## src/rtl/id_ex_stage.sv

```systemverilog
// ID/EX pipeline register with EX/MEM and MEM/WB operand forwarding, load-use stall, flush and halt.
// Optional stall-cycle counter is built only when ID_EX_STALL_COUNT_EN is defined.
module id_ex_stage #(
  parameter int DATA_W = 16,
  parameter int REG_W  = 4
) (
  input  logic              clk,
  input  logic              reset,
  input  logic              in_valid,
  input  logic              in_halt,
  input  logic              in_write,
  input  logic [REG_W-1:0]  in_writeReg,
  input  logic [REG_W-1:0]  in_readReg0,
  input  logic [REG_W-1:0]  in_readReg1,
  input  logic              in_use0,
  input  logic              in_use1,
  input  logic [3:0]        in_ALU_operation,
  input  logic              in_ReadMem,
  input  logic              in_WriteMem,
  input  logic [1:0]        in_quarter,
  input  logic [DATA_W-1:0] in_readData0,
  input  logic [DATA_W-1:0] in_readData1,
  input  logic [DATA_W-1:0] in_dataToMem,
  input  logic              flush,
  input  logic              exmem_write,
  input  logic [REG_W-1:0]  exmem_writeReg,
  input  logic [DATA_W-1:0] exmem_data,
  input  logic              memwb_write,
  input  logic [REG_W-1:0]  memwb_writeReg,
  input  logic [DATA_W-1:0] memwb_data,
  output logic              stall,
  output logic              o_valid,
  output logic              o_write,
  output logic [REG_W-1:0]  o_writeReg,
  output logic [3:0]        o_ALU_operation,
  output logic              o_ReadMem,
  output logic              o_WriteMem,
  output logic [1:0]        o_quarter,
  output logic [DATA_W-1:0] o_readData0,
  output logic [DATA_W-1:0] o_readData1,
  output logic [DATA_W-1:0] o_dataToMem,
  output logic              o_halted,
  output logic [15:0]       stall_count
);

  typedef enum logic {RUN, HALTED} state_t;

  state_t            state, state_nxt;
  logic              hz;
  logic              capture;
  logic [1:0]        sel0, sel1;
  logic [DATA_W-1:0] fwd0, fwd1, fwd_mem;

  always_comb begin
    hz = in_valid & o_valid & o_ReadMem & o_write &
         ((in_use0 & (in_readReg0 == o_writeReg)) |
          (in_use1 & (in_readReg1 == o_writeReg)));
  end

  assign stall = hz & ~flush & (state == RUN);

  always_comb begin
    capture   = 1'b0;
    state_nxt = state;
    if (state == RUN) begin
      capture = in_valid & ~flush & ~stall;
      if (capture & in_halt) state_nxt = HALTED;
    end
  end

  always_ff @(posedge clk or posedge reset) begin
    if (reset) state <= RUN;
    else       state <= state_nxt;
  end

  // sel: 2 = EX/MEM, 1 = MEM/WB, 0 = regfile; EX/MEM is the younger result and wins
  always_comb begin
    sel0 = 2'd0;
    if (in_use0) begin
      if (exmem_write && exmem_writeReg == in_readReg0)      sel0 = 2'd2;
      else if (memwb_write && memwb_writeReg == in_readReg0) sel0 = 2'd1;
    end
    sel1 = 2'd0;
    if (in_use1) begin
      if (exmem_write && exmem_writeReg == in_readReg1)      sel1 = 2'd2;
      else if (memwb_write && memwb_writeReg == in_readReg1) sel1 = 2'd1;
    end
  end

  always_comb begin
    case (sel0)
      2'd2:    fwd0 = exmem_data;
      2'd1:    fwd0 = memwb_data;
      default: fwd0 = in_readData0;
    endcase
    case (sel1)
      2'd2:    begin fwd1 = exmem_data; fwd_mem = exmem_data; end
      2'd1:    begin fwd1 = memwb_data; fwd_mem = memwb_data; end
      default: begin fwd1 = in_readData1; fwd_mem = in_dataToMem; end
    endcase
  end

  always_ff @(posedge clk or posedge reset) begin
    if (reset) begin
      o_valid         <= 1'b0;
      o_write         <= 1'b0;
      o_writeReg      <= '0;
      o_ALU_operation <= '0;
      o_ReadMem       <= 1'b0;
      o_WriteMem      <= 1'b0;
      o_quarter       <= '0;
      o_readData0     <= '0;
      o_readData1     <= '0;
      o_dataToMem     <= '0;
      o_halted        <= 1'b0;
    end else begin
      if (capture) begin
        o_valid         <= 1'b1;
        o_write         <= in_write;
        o_writeReg      <= in_writeReg;
        o_ALU_operation <= in_ALU_operation;
        o_ReadMem       <= in_ReadMem;
        o_WriteMem      <= in_WriteMem;
        o_quarter       <= in_quarter;
        o_readData0     <= fwd0;
        o_readData1     <= fwd1;
        o_dataToMem     <= fwd_mem;
      end else begin
        o_valid         <= 1'b0;
        o_write         <= 1'b0;
        o_writeReg      <= '0;
        o_ALU_operation <= '0;
        o_ReadMem       <= 1'b0;
        o_WriteMem      <= 1'b0;
        o_quarter       <= '0;
        o_readData0     <= '0;
        o_readData1     <= '0;
        o_dataToMem     <= '0;
      end
      if (capture & in_halt) o_halted <= 1'b1;
    end
  end

`ifdef ID_EX_STALL_COUNT_EN
  always_ff @(posedge clk or posedge reset) begin
    if (reset)                               stall_count <= '0;
    else if (stall && stall_count != 16'hFFFF) stall_count <= stall_count + 16'd1;
  end
`else
  assign stall_count = 16'd0;
`endif

endmodule

```

## config.mk

```make
export PLATFORM = sky130hd
export DESIGN_NAME = id_ex_stage
export DESIGN_NICKNAME = d
export VERILOG_FILES = /design/src/rtl/id_ex_stage.sv
export SDC_FILE = /design/constraint.sdc
export NUM_CORES = 1
export LEC_CHECK = 0
export CELL_PAD_IN_SITES_DETAIL_PLACEMENT = 1
export CELL_PAD_IN_SITES_GLOBAL_PLACEMENT = 2
export CORE_MARGIN = 2
export CORE_UTILIZATION = 21
export DETAILED_ROUTE_END_ITERATION = 12
export HOLD_SLACK_MARGIN = 0.12
export PLACE_DENSITY_LB_ADDON = 0.1
export SLEW_MARGIN = 20
export SYNTH_ARGS = -nofsm -noshare
export SYNTH_HDL_FRONTEND = slang
export SYNTH_SLANG_ARGS = --single-unit
```

## constraint.sdc

```tcl
create_clock -name clk -period 6.3 [get_ports clk]
set_input_delay 1.89 -clock clk [delete_from_list [all_inputs] [get_ports clk]]
set_output_delay 1.89 -clock clk [all_outputs]
set_load 0.02 [all_outputs]
```

* Word level (Yosys, flattened, before mapping) *
Index checks and enable logic that the tools add are counted.

cells by class
  $add $sub $neg = 0
  multipliers = 0
  divide/modulo/power cells = 0
  magnitude comparators = 0
  eq/ne operators = 10
  shift-type cells = 0
  muxes and demuxes = 22
  bitwise operators = 16
  reductions and logical operators = 4

operators with widths
  operator            number
  $pmux 16 s2         3
  $mux 16             3
  $eq 4x4->1          6
  $and 1x1->1         12
  $mux 2              5
  $mux 1              9
  $mux 4              2
  $eq 2x1->1 const B  2
  $eq 2x2->1 const B  2
  $logic_and 1x1->1   4
  $not 1->1           3
  $or 1x1->1          1

word-level totals
  flip-flop bits (word level) = 64
  bits in latches = 0
  bits in writable memories = 0
  bits in read-only memories = 0
  bits of input ports = 118
  output and inout bits = 80
  word-level logic and storage cells = 64
  memories = 0

* Logic depth before layout (Yosys ltp) *
  depth after elaboration = 11
  gate-level depth with buffers = 12
  mapped depth without buffers = 10

* Least setup slack after synthesis *
OpenSTA, ideal clock, no wires.

  kind = input-to-output
  start point = input port flush
  end point = output port stall
  data arrival time = 2953 ps
  required time = 4410 ps
  path slack = 1457 ps
  stages = 4
  buffers on the path = 0
  path through = nor3b_2 > nand4_1 > or4_1 > nand2_1

on the way
  cells in the longest elaborated chain, start to end = 3

ends and longest elaborated chain
  item                      RTL line  RTL
  from (decl)               24        input logic flush,
  $not 1->1                 60        assign stall = hz & ~flush & (state == RUN);
  $and 1x1->1 (2 in a row)  60
  to (decl)                 31        output logic stall,

No other way between the ends.

* Worst setup path after layout *
  start point = input port in_valid
  end point = output port stall

on the way
  cells in the longest elaborated chain, start to end = 6

ends and longest elaborated chain
  item                      RTL line  RTL
  from (decl)               9         input logic in_valid,
  $and 1x1->1 (4 in a row)  55        hz = in_valid & o_valid & o_ReadMem & o_write &
  $and 1x1->1 (2 in a row)  60

No other way between the ends.

==> flow_metrics.env <==
export IMPL_die_y_um=126
export IMPL_synthDistinctLibCells=32
export IMPL_path_cells="clkdlybuf4s50_1, nor3b_2, nand4_1, or4_1, nand2_1, clkdlybuf4s50_1"
export IMPL_place_port_buffers=181
export IMPL_r2r_start="state"
export IMPL_antenna_found_initial=0
export IMPL_critPathKind="primary input to primary output"
export IMPL_h_tree_depth=3
export IMPL_fin_util_pct=36.4
export IMPL_finalHoldViolCount=0
export IMPL_seq_power_share_pct=40.3
export IMPL_yosys_warnings=0
export IMPL_max_cap_viol_count=0
export IMPL_place_congestion=0.799
export IMPL_crit_fanout=2
export IMPL_syn2layout_area_growth_pct=70.0
export IMPL_drt_iter0_drc=120
export IMPL_die_w_um=126
export IMPL_rows=44
export IMPL_io_pin_count=198
export IMPL_endpoint="stall"
export IMPL_grt_pass1_vias=3159
export IMPL_grt_ovfl_total=0
export IMPL_core_area_um2=14500
export IMPL_crit_top_cell="clkdlybuf4s50_1"
export IMPL_cts_made_buffers=9
export IMPL_hold_path_class="flop to flop"
export IMPL_finalSetupViolCount=0
export IMPL_seq_area_frac_synth_pct=51.6
export IMPL_p_sw_share_pct=24.7
export IMPL_cts_root_buf="clkbuf_16"
export IMPL_setup_tns_ns=0
export IMPL_wl_per_cell_um=17.9
export IMPL_endpoint_kind="primary output"
export IMPL_tightest_slew_ns=1.00
export IMPL_synth_top_area_cell="dfrtp_1"
export IMPL_period_needed_ns=5.93
export IMPL_mostFrequentLayoutCell="clkdlybuf4s50_1"
export IMPL_internal_power_w=0.000774
export IMPL_nFillCells=1638
export IMPL_num_vias=2974
export IMPL_max_clock_path_buffers=2
export IMPL_worstReg2RegEnd="o_writeReg[0]"
export IMPL_viasPerCell=4.37
export IMPL_fin_skew_ns=0.0145
export IMPL_gr_usage_all_layers_pct=15.7
export IMPL_power_density_nw_per_um2=195
export IMPL_grt_max_degree=50
export IMPL_grt_pass1_wl_um=18900
export IMPL_p_switching_w=0.000253
export IMPL_rsz0062_at_grt="no"
export IMPL_critical_path_arrival_ns=4.04
export IMPL_critPathLaunch="in_valid"
export IMPL_dr_pass1_iters=4
export IMPL_clk_latency_ns=0.34
export IMPL_peakVddDrop_uv=103
export IMPL_cpPeakStageDelay_ns=0.61
export IMPL_slew_viol_final=0
export IMPL_diodes=0
export IMPL_drc_errors=0
export IMPL_layout_common_cells="181 x clkdlybuf4s50_1, 64 x nor2_1, 64 x dfrtp_1"
export IMPL_syn_inst=321
export IMPL_ctsHoldBuffers=0
export IMPL_ant_nets=0
export IMPL_die_area_um2=15800
export IMPL_cpMaxStageDelayCell="clkdlybuf4s50_1"
export IMPL_drive_gt1_share_pct=4.23
export IMPL_relSlewSlack_pct=33.0
export IMPL_syn_avg_cell_area_um2=9.67
export IMPL_power_leakage_nw=2.20
export IMPL_combPwrFrac_pct=14.2
export IMPL_synth_area_um2=3100
export IMPL_dpl_hpwl_um=9400
export IMPL_initial_core_util_pct=21.4
export IMPL_period_share_pct=94.2
export IMPL_finalNetCount=614
export IMPL_crit_path_start_kind="primary input"
export IMPL_synth_top_area_share_pct=51.6
export IMPL_tritoncts="yes"
export IMPL_numClockSinks=64
export IMPL_r2r_cells=7
export IMPL_cts_resized=0
export IMPL_wl_um=12200
export IMPL_post_cts_repair_setup_buffers=0
export IMPL_r2r_setup_slack_ns=3.82
export IMPL_required_ns=4.41
export IMPL_ys_top_cells_by_area="dfrtp_1 52%, nor2_1 7.7%, a221o_1 5.5%"
export IMPL_synth_seq_cells=64
export IMPL_status="finished clean"
export IMPL_cts_clk_slew_worst_paths_ns=0.05
export IMPL_clock_fmax_mhz=169
export IMPL_clkPwrFrac_pct=45.5
## registers in the layout (all words and copies together) (netlist names)
register         flops
o_halted             1
o_valid              1
state                1
o_readData0         16
o_writeReg           4
o_WriteMem           1
o_quarter            2
o_dataToMem         16
o_write              1
o_readData1         16
o_ALU_operation      4
o_ReadMem            1
## layer usage
layer	part of all wire (%)	wire length (um)	vias up	global-route usage [%]
li1	-	-	1410	-
met1	46	5660	1438	21.5
met2	45	5520	109	24.2
met3	5.8	704	17	3.38
met4	2.4	289	0	6.73
met5	0	0	-	0
## power by group through the flow
stage	registers [W]	clock network, W	logic, W
after floorplan	0.000423	0	0.0000564
after detailed placement	0.000421	0	0.000147
after CTS	0.000414	0.000483	0.000148
after global placement	0.000421	0	0.000147
final	0.000414	0.000467	0.000146
after global routing	0.000413	0.000503	0.000159
## cell usage after synthesis
cell and count:
nand3_2 1, inv_1 8, or4_1 1, nor2_1 64, a21oi_1 16, nor3b_2 1, nor4_1 4, nand2b_1 2
dfrtp_1 64, nand3_1 2, buf_2 3, o21bai_1 1, nor2b_1 1, ha_1 4, nand2_1 7, a21o_1 1
o2111ai_1 1, a22oi_1 16, nand4_1 1, clkbuf_1 15, and2_1 13, buf_1 1, xnor2_1 9, a221o_1 17
inv_2 1, nand4b_1 1, buf_4 19, nor3_1 1, nand3b_1 1, o21ai_0 32, xor2_1 12, conb_1 1
## cell type report
type / count / area (um^2) / area share, %
Clock inverter: 5 / 32.5 / 0.617
Inverter: 9 / 35.0 / 0.664
Multi-Input combinational cell: 225 / 1310 / 24.8
Clock buffer: 11 / 243 / 4.60
Timing Repair Buffer: 183 / 1830 / 34.6
Tap cell: 184 / 230 / 4.36
Sequential cell: 64 / 1600 / 30.4
## per-stage QoR
step	hold WS, ns	setup WS, ns	instances	total power (W)	cell area, um^2
after floorplan	0.464	1.46	336	0.000479	3160
final	0.456	0.365	681	0.00103	5280
after global placement	0.447	0.376	665	0.000568	5000
after CTS	0.465	0.348	681	0.00104	5280
after detailed placement	0.452	0.367	665	0.000568	5000
after global routing	0.482	0.199	681	0.00108	5280
## worst min-delay path by stage
stage,start,end,depth (start not counted)
CTS,o_halted,o_halted,1
floorplan,state,state,1
finish,o_halted,o_halted,1
global placement,o_halted,o_halted,1
global route,o_halted,o_halted,1
detailed placement,o_halted,o_halted,1
## cell families after synthesis
kind of cell / after synthesis / share of synthesized area (%)
compound gates: 84 / 17.9
simple gates: 100 / 14.8
fa+ha+maj: 4 / 1.61
other cells: 1 / 0.121
flops: 64 / 51.6
xor+xnor: 21 / 5.93
buf+inv: 47 / 8.10
## worst max-delay path, delay by kind of cell
kind,cells,cell delay [ns]
buffers and inverters,2,1.09
AND/OR/NAND/NOR,4,1.08
Power figures use the tool's default switching activity.
